**src/rtl/hazard_ctrl_mc.sv**
```systemverilog
// Hazard/forwarding controller with a sequencing FSM for multi-cycle divide, SRAM wait and exception redirect.
// Optional HAZ_PERF_CNT_EN adds saturating stall_cnt/flush_cnt performance counters.
module hazard_ctrl_mc #(
  parameter int              RW        = 5,
  parameter int              DW        = 32,
  parameter logic [DW-1:0]   EXC_VEC   = 32'hbfc0_0380,
  parameter logic [DW-1:0]   ERET_CODE = 32'h0000_000e
) (
  input  logic          clk,
  input  logic          rst,
  input  logic [RW-1:0] rsD,
  input  logic [RW-1:0] rtD,
  input  logic          branchD,
  input  logic          jrD,
  output logic          forwardaD,
  output logic          forwardbD,
  input  logic [RW-1:0] rsE,
  input  logic [RW-1:0] rtE,
  input  logic [RW-1:0] rdE,
  input  logic [RW-1:0] writeregE,
  input  logic          regwriteE,
  input  logic          memtoregE,
  input  logic          div_startE,
  input  logic          div_readyE,
  output logic [1:0]    forwardaE,
  output logic [1:0]    forwardbE,
  output logic          forwardcp0E,
  input  logic [RW-1:0] rdM,
  input  logic [RW-1:0] writeregM,
  input  logic          regwriteM,
  input  logic          memtoregM,
  input  logic          cp0weM,
  input  logic          mem_reqM,
  input  logic          mem_ackM,
  input  logic [DW-1:0] excepttypeM,
  input  logic [DW-1:0] epc_i,
  input  logic [RW-1:0] writeregW,
  input  logic          regwriteW,
  output logic          stallF,
  output logic          stallD,
  output logic          stallE,
  output logic          stallM,
  output logic          flushD,
  output logic          flushE,
  output logic          flushM,
  output logic          flushW,
  output logic          div_cancel,
  output logic          flush_except,
  output logic [DW-1:0] pcnewM
`ifdef HAZ_PERF_CNT_EN
  ,
  output logic [31:0]   stall_cnt,
  output logic [31:0]   flush_cnt
`endif
);

  typedef enum logic [1:0] {IDLE, MEM_WAIT, DIV_WAIT, EXC} state_t;
  state_t state_q, state_d;

  logic exc, lwstall, branchstall, jrstall, haz_d, mem_busy, div_busy;

  assign exc = (excepttypeM != '0);

  assign lwstall     = memtoregE & ((rtE == rsD) | (rtE == rtD));
  assign branchstall = branchD & ((regwriteE & ((writeregE == rsD) | (writeregE == rtD))) |
                                  (memtoregM & ((writeregM == rsD) | (writeregM == rtD))));
  assign jrstall     = jrD & ((regwriteE & (writeregE == rsD)) | (memtoregM & (writeregM == rsD)));
  assign haz_d       = lwstall | branchstall | jrstall;

  // Once waiting, only the ack/ready releases the hold; the same-cycle case never stalls.
  assign mem_busy = (state_q == MEM_WAIT) ? !mem_ackM  : (mem_reqM & !mem_ackM);
  assign div_busy = (state_q == DIV_WAIT) ? !div_readyE : (div_startE & !div_readyE);

  always_ff @(posedge clk) begin
    if (rst) state_q <= IDLE;
    else     state_q <= state_d;
  end

  always_comb begin
    state_d      = IDLE;
    forwardaD    = 1'b0;
    forwardbD    = 1'b0;
    forwardaE    = 2'b00;
    forwardbE    = 2'b00;
    forwardcp0E  = 1'b0;
    stallF       = 1'b0;
    stallD       = 1'b0;
    stallE       = 1'b0;
    stallM       = 1'b0;
    flushD       = 1'b0;
    flushE       = 1'b0;
    flushM       = 1'b0;
    flushW       = 1'b0;
    div_cancel   = 1'b0;
    flush_except = 1'b0;
    pcnewM       = '0;

    forwardaD   = (rsD != '0) & (rsD == writeregM) & regwriteM;
    forwardbD   = (rtD != '0) & (rtD == writeregM) & regwriteM;
    forwardcp0E = (rdE != '0) & (rdE == rdM) & cp0weM;

    if ((rsE != '0) && (rsE == writeregM) && regwriteM)      forwardaE = 2'b10;
    else if ((rsE != '0) && (rsE == writeregW) && regwriteW) forwardaE = 2'b01;
    if ((rtE != '0) && (rtE == writeregM) && regwriteM)      forwardbE = 2'b10;
    else if ((rtE != '0) && (rtE == writeregW) && regwriteW) forwardbE = 2'b01;

    if (exc) begin
      state_d      = EXC;
      flush_except = 1'b1;
      flushD       = 1'b1;
      flushE       = 1'b1;
      flushM       = 1'b1;
      flushW       = 1'b1;
      pcnewM       = (excepttypeM == ERET_CODE) ? epc_i : EXC_VEC;
      div_cancel   = (state_q == DIV_WAIT) | ((state_q == IDLE) & div_startE);
    end else if (state_q == EXC) begin
      flushD = 1'b1;
    end else if (mem_busy) begin
      state_d = MEM_WAIT;
      stallF  = 1'b1;
      stallD  = 1'b1;
      stallE  = 1'b1;
      stallM  = 1'b1;
      flushW  = 1'b1;
    end else if (div_busy) begin
      state_d = DIV_WAIT;
      stallF  = 1'b1;
      stallD  = 1'b1;
      stallE  = 1'b1;
      flushM  = 1'b1;
    end else if (haz_d) begin
      stallF = 1'b1;
      stallD = 1'b1;
      flushE = 1'b1;
    end

    // Reset cycle drives every output low regardless of inputs.
    if (rst) begin
      state_d      = IDLE;
      forwardaD    = 1'b0;
      forwardbD    = 1'b0;
      forwardaE    = 2'b00;
      forwardbE    = 2'b00;
      forwardcp0E  = 1'b0;
      stallF       = 1'b0;
      stallD       = 1'b0;
      stallE       = 1'b0;
      stallM       = 1'b0;
      flushD       = 1'b0;
      flushE       = 1'b0;
      flushM       = 1'b0;
      flushW       = 1'b0;
      div_cancel   = 1'b0;
      flush_except = 1'b0;
      pcnewM       = '0;
    end
  end

`ifdef HAZ_PERF_CNT_EN
  logic [31:0] stall_cnt_q, flush_cnt_q;

  always_ff @(posedge clk) begin
    if (rst) begin
      stall_cnt_q <= '0;
      flush_cnt_q <= '0;
    end else begin
      if (stallF && (stall_cnt_q != 32'hffff_ffff))       stall_cnt_q <= stall_cnt_q + 32'd1;
      if (flush_except && (flush_cnt_q != 32'hffff_ffff)) flush_cnt_q <= flush_cnt_q + 32'd1;
    end
  end

  assign stall_cnt = stall_cnt_q;
  assign flush_cnt = flush_cnt_q;
`endif

endmodule

```
**config.mk**
```make
export PLATFORM = sky130hd
export DESIGN_NAME = hazard_ctrl_mc
export DESIGN_NICKNAME = d
export VERILOG_FILES = /design/src/rtl/hazard_ctrl_mc.sv
export SDC_FILE = /design/constraint.sdc
export NUM_CORES = 1
export LEC_CHECK = 0
export BUFFER_PORTS_ARGS = -buffer_cell sky130_fd_sc_hd__buf_2
export CORE_AREA = 2 2 67 69
export CTS_CLUSTER_SIZE = 25
export DETAILED_ROUTE_END_ITERATION = 7
export DIE_AREA = 0 0 69 71
export PLACE_DENSITY = 0.81
export SLEW_MARGIN = 5
export SYNTH_ARGS = -nofsm -noshare
export SYNTH_HDL_FRONTEND = slang
export SYNTH_SLANG_ARGS = --single-unit
```
**constraint.sdc**
```tcl
create_clock -name clk -period 2.4 [get_ports clk]
set_input_delay 0.12 -clock clk [delete_from_list [all_inputs] [get_ports clk]]
set_output_delay 0.12 -clock clk [all_outputs]
set_load 0.02 [all_outputs]
```
==> results by stage <==
Status:
- The run finished with clean final reports.

Power and ir drop:
- Summed over all nets, the switching power comes to 190 uW.
- VDD sags by at most 0.0982 mV.
- The proportion of power drawn by flip-flops and latches is 7.7%.
- Summing internal, switching and leakage power gives 499 uW.
- The leakage dissipation is 0.00112 uW.
- The power density of the placed cells is 223 mW/mm2.
- The fraction of power consumed by combinational cells is 66.2%.
- The share of total power consumed by net switching is 38.1%.
- The internal power is 309 uW.
- The clock network accounts for 26.1% of the total power.

Routing:
- The routed length per placed instance is 13.6 um.
- The vias after detailed routing is 1966.
- The number of nets with antenna violations after routing is 0.
- After detailed routing, the number of remaining DRC violations is 0.
- The iteration-0 DRC count of the detailed router is 56.
- The number of iterations in the first detailed-routing pass is 4.
- Using the TritonRoute via totals, the vias-per-cell ratio works out to 4.84.
- Summed over all layers, the routed wires come to 5530 um.

Layout:
- The largest registers in the layout are state_q (2).
- The final layout contains 479 nets.
- The post-route netlist has 50.8% of its cells at a drive strength greater than 1.
- The repair_antennas step left the layout with diodes totalling 0.
- state_q holds more flip-flops than any other register.
- The register with the most flip-flops in the layout has 2 of them.
- Relative to the synthesized area, the layout overhead comes to 68.0%.

Clocking:
- The number of buffers inserted during clock tree synthesis is 3.
- The clock edge transition at the registers on the reported setup and hold paths is 0.03 ns.
- The CTS tree is done.
- The maximum root-to-sink buffer count is 2.
- CTS placed an instance of clkbuf_8 at the clock tree root.
- The maximum level of the CTS H-tree is 1.
- Buffers inserted to repair hold after CTS numbered 0.
- For this design, the sink count on the clock tree is 2.
- The clock latency on the worst-skew pair is 0.21 ns.

Timing:
- The worst-case setup margin in the final layout is 0.298 ns.
- The max-slew violation total from the final report came to 0.
- The number of endpoints with negative hold slack in the final report came to 0.
- The final-layout worst hold slack is 0.273 ns.
- The sum of negative setup slack is 0 ns.
- Setup repair after global routing left no endpoint under its margin.
- The post-route minimum period is 2.10 ns.
- The number of setup violations in the final report is 0.
- The worst relative slew slack is 58.5%.
- The highest clock frequency the design can meet is 476 MHz.
- For the pin with the worst max-slew slack, the measured transition is 0.607 ns.
- The period utilization is 87.6%.
- The clock arrives with 0.00253 ns of skew.

Yosys:
- In this run the cell area of the synthesized design comes to 0.00133 mm2.
- The synthesized area divided by synthesized cell count is 6.93 um2.
- The sequential fraction of the synthesis area is 3.01%.
- The number of instances in the synthesized netlist is 192.
- The synthesized flop and latch total is 2.
- The post-synthesis cell type count is 31.
- The net count after synthesis is 315.
- The count of yosys warnings during synthesis is 0.

Place:
- The weighted congestion at the end of routability-driven global placement is 0.869.
- Prior to clock tree synthesis, the placed netlist has a worst setup slack of 0.0880 ns.
- The total half-perimeter wirelength after legalization and detailed placement is 4930 um.
- Port buffering added 171 buffers.

Floorplan:
- After floorplanning, the core was sized to cover 0.00420 mm2.
- The die covers 0.00490 mm2.
- From bottom edge to top edge, the die measures 71 um.
- In this run the count of I/O pins placed on the die edge is 172.
- The number of rows created at floorplan is 24.
- From left edge to right edge, the die measures 69 um.
- The starting utilization of the core area is 31.7%.

Setup path:
- The worst setup path is captured at a primary output.
- The critical path is of the in2out type.
- The register-to-register path setup slack is 1.39 ns.
- STA puts the critical path data required time at 2.28 ns.
- The biggest fanout along the worst timing path is 20.
- The worst setup path is launched from a primary input.
- The worst path arrival time is 1.98 ns.

GRT:
- The final global-route overflow total is 0.
- The maximum number of pins on one net before global-route repair is 21.
- The initial antenna violation count came to 0.
- The global-route wire length before repair is 8770 um.
- The via count of the first global-routing pass is 1904.
- For this run, the total global-route usage over all layers was measured as 21.9%.

Hold path:
- The worst min-delay path category is in2reg.

Job:
- Max-cap violations in this run came to 0.
==> repair_timing <==
| item | CTS | global route |
|---|---|---|
| hold endpoints to repair | 0 | 0 |
| endpoints found under the setup margin | 0 | 20 |
| buffers inserted | 0 | 0 |
| gates resized for setup | 0 | 1 |
==> layout by cell type (no fill, tap or decap) <==
| cell type | instances |
|---|---|
| xor2_1 | 8 |
| buf_2 | 171 |
| nor4_1 | 14 |
| nand4b_1 | 1 |
| o22ai_1 | 4 |
| nor2_4 | 1 |
| or3_1 | 1 |
| nand3_1 | 9 |
| nand2_1 | 6 |
| nor3_1 | 6 |
| nand2b_1 | 2 |
| nor2b_1 | 7 |
| and2_1 | 21 |
| a2111oi_0 | 1 |
| or3_4 | 1 |
| o32ai_1 | 1 |
| o21a_1 | 12 |
| a21oi_1 | 2 |
| a21o_1 | 2 |
| a21boi_1 | 1 |
| xnor2_1 | 46 |
| o21bai_1 | 2 |
| nor2_1 | 7 |
| o21ai_0 | 4 |
| dfxtp_1 | 2 |
| or4_1 | 4 |
| clkbuf_8 | 3 |
| nor3_2 | 1 |
| nor2_2 | 1 |
| nand4_1 | 9 |
| inv_1 | 2 |
| buf_4 | 2 |
==> worst max-delay path, cell delays in order <==
cell     delay (ns)
buf_2          0.10
nor4_1         0.35
nand4_1        0.24
or3_4          0.52
nor2_4         0.29
and2_1         0.19
buf_2          0.16
==> through the flow <==
stage                     area (um2)  std cells  utilization, %
after floorplan                 1330        192               -
after global routing            2240        406            53.2
after CTS                       2230        406            53.1
after detailed placement        2190        403            52.1
final                           2240        406            53.2
after global placement          2190        403            52.1
==> power by group through the flow <==
stage	logic, uW	registers [uW]	clock network (uW)
2_1_floorplan	171	38.2	0
3_3_place_gp	326	38.7	0
3_5_place_dp	331	38.7	0
4_1_cts	332	38.3	135
5_1_grt	365	38.7	139
6_report	330	38.4	130
==> cells by family (layout without fill, tap and decap cells) <==
logic type / Yosys count / after routing / share of synthesized area [%]
compound gates: 29 / 29 / 15.0
xor+xnor: 54 / 54 / 35.5
buf+inv: 16 / 178 / 6.30
flops: 2 / 2 / 3.01
simple gates: 91 / 91 / 40.1
==> final cells by class <==
cell class                 count  area [um2]
sequential                     2        40.0
tap                           52        65.1
timing repair buffer         173         871
inverter                       2        7.51
fill                         438        1970
multi-input combinational    174        1210
clock buffer                   3        41.3
==> worst paths after layout <==
path / end / start / cells past startpoint
min reg2reg: state_q[0] / state_q[0] / 3
min: state_q[1] / div_readyE / 3
max reg2reg: state_q[1] / state_q[1] / 4
max: pcnewM[3] / excepttypeM[0] / 7
==> Yosys cell counts <==
cell / instances / area share [%]
nor2_1: 7 / 2.0
nor3_2: 1 / 0.75
nand4b_1: 1 / 0.66
o21ai_0: 4 / 1.5
nand2_1: 6 / 1.7
a21o_1: 2 / 1.1
xor2_1: 8 / 5.3
nor2_2: 2 / 0.94
nor3_1: 6 / 2.3
a21boi_1: 1 / 0.56
nand2b_1: 2 / 0.94
or3_1: 1 / 0.47
a2111oi_0: 1 / 0.66
or3_4: 1 / 0.85
a21oi_1: 2 / 0.75
inv_1: 2 / 0.56
and2_1: 21 / 9.9
o21a_1: 12 / 6.8
nor2b_1: 7 / 3.3
o22ai_1: 4 / 1.9
dfxtp_1: 2 / 3.0
nand3_1: 9 / 3.4
nand4_1: 9 / 4.2
nor4_1: 14 / 6.6
xnor2_1: 46 / 30
o21bai_1: 2 / 1.1
buf_2: 10 / 3.8
clkbuf_1: 1 / 0.28
o32ai_1: 1 / 0.66
or4_1: 4 / 2.3
buf_4: 3 / 1.7
==> per-layer routing <==
layer | routed length (um) | vias up | track usage (%)
li1 | - | 1000 | -
met1 | 2100 | 868 | 23.5
met2 | 2890 | 92 | 41.6
met3 | 481 | 6 | 5.98
met4 | 63 | 0 | 6.54
met5 | 0 | - | 0
No activity file was read; power rests on OpenSTA's default activity.
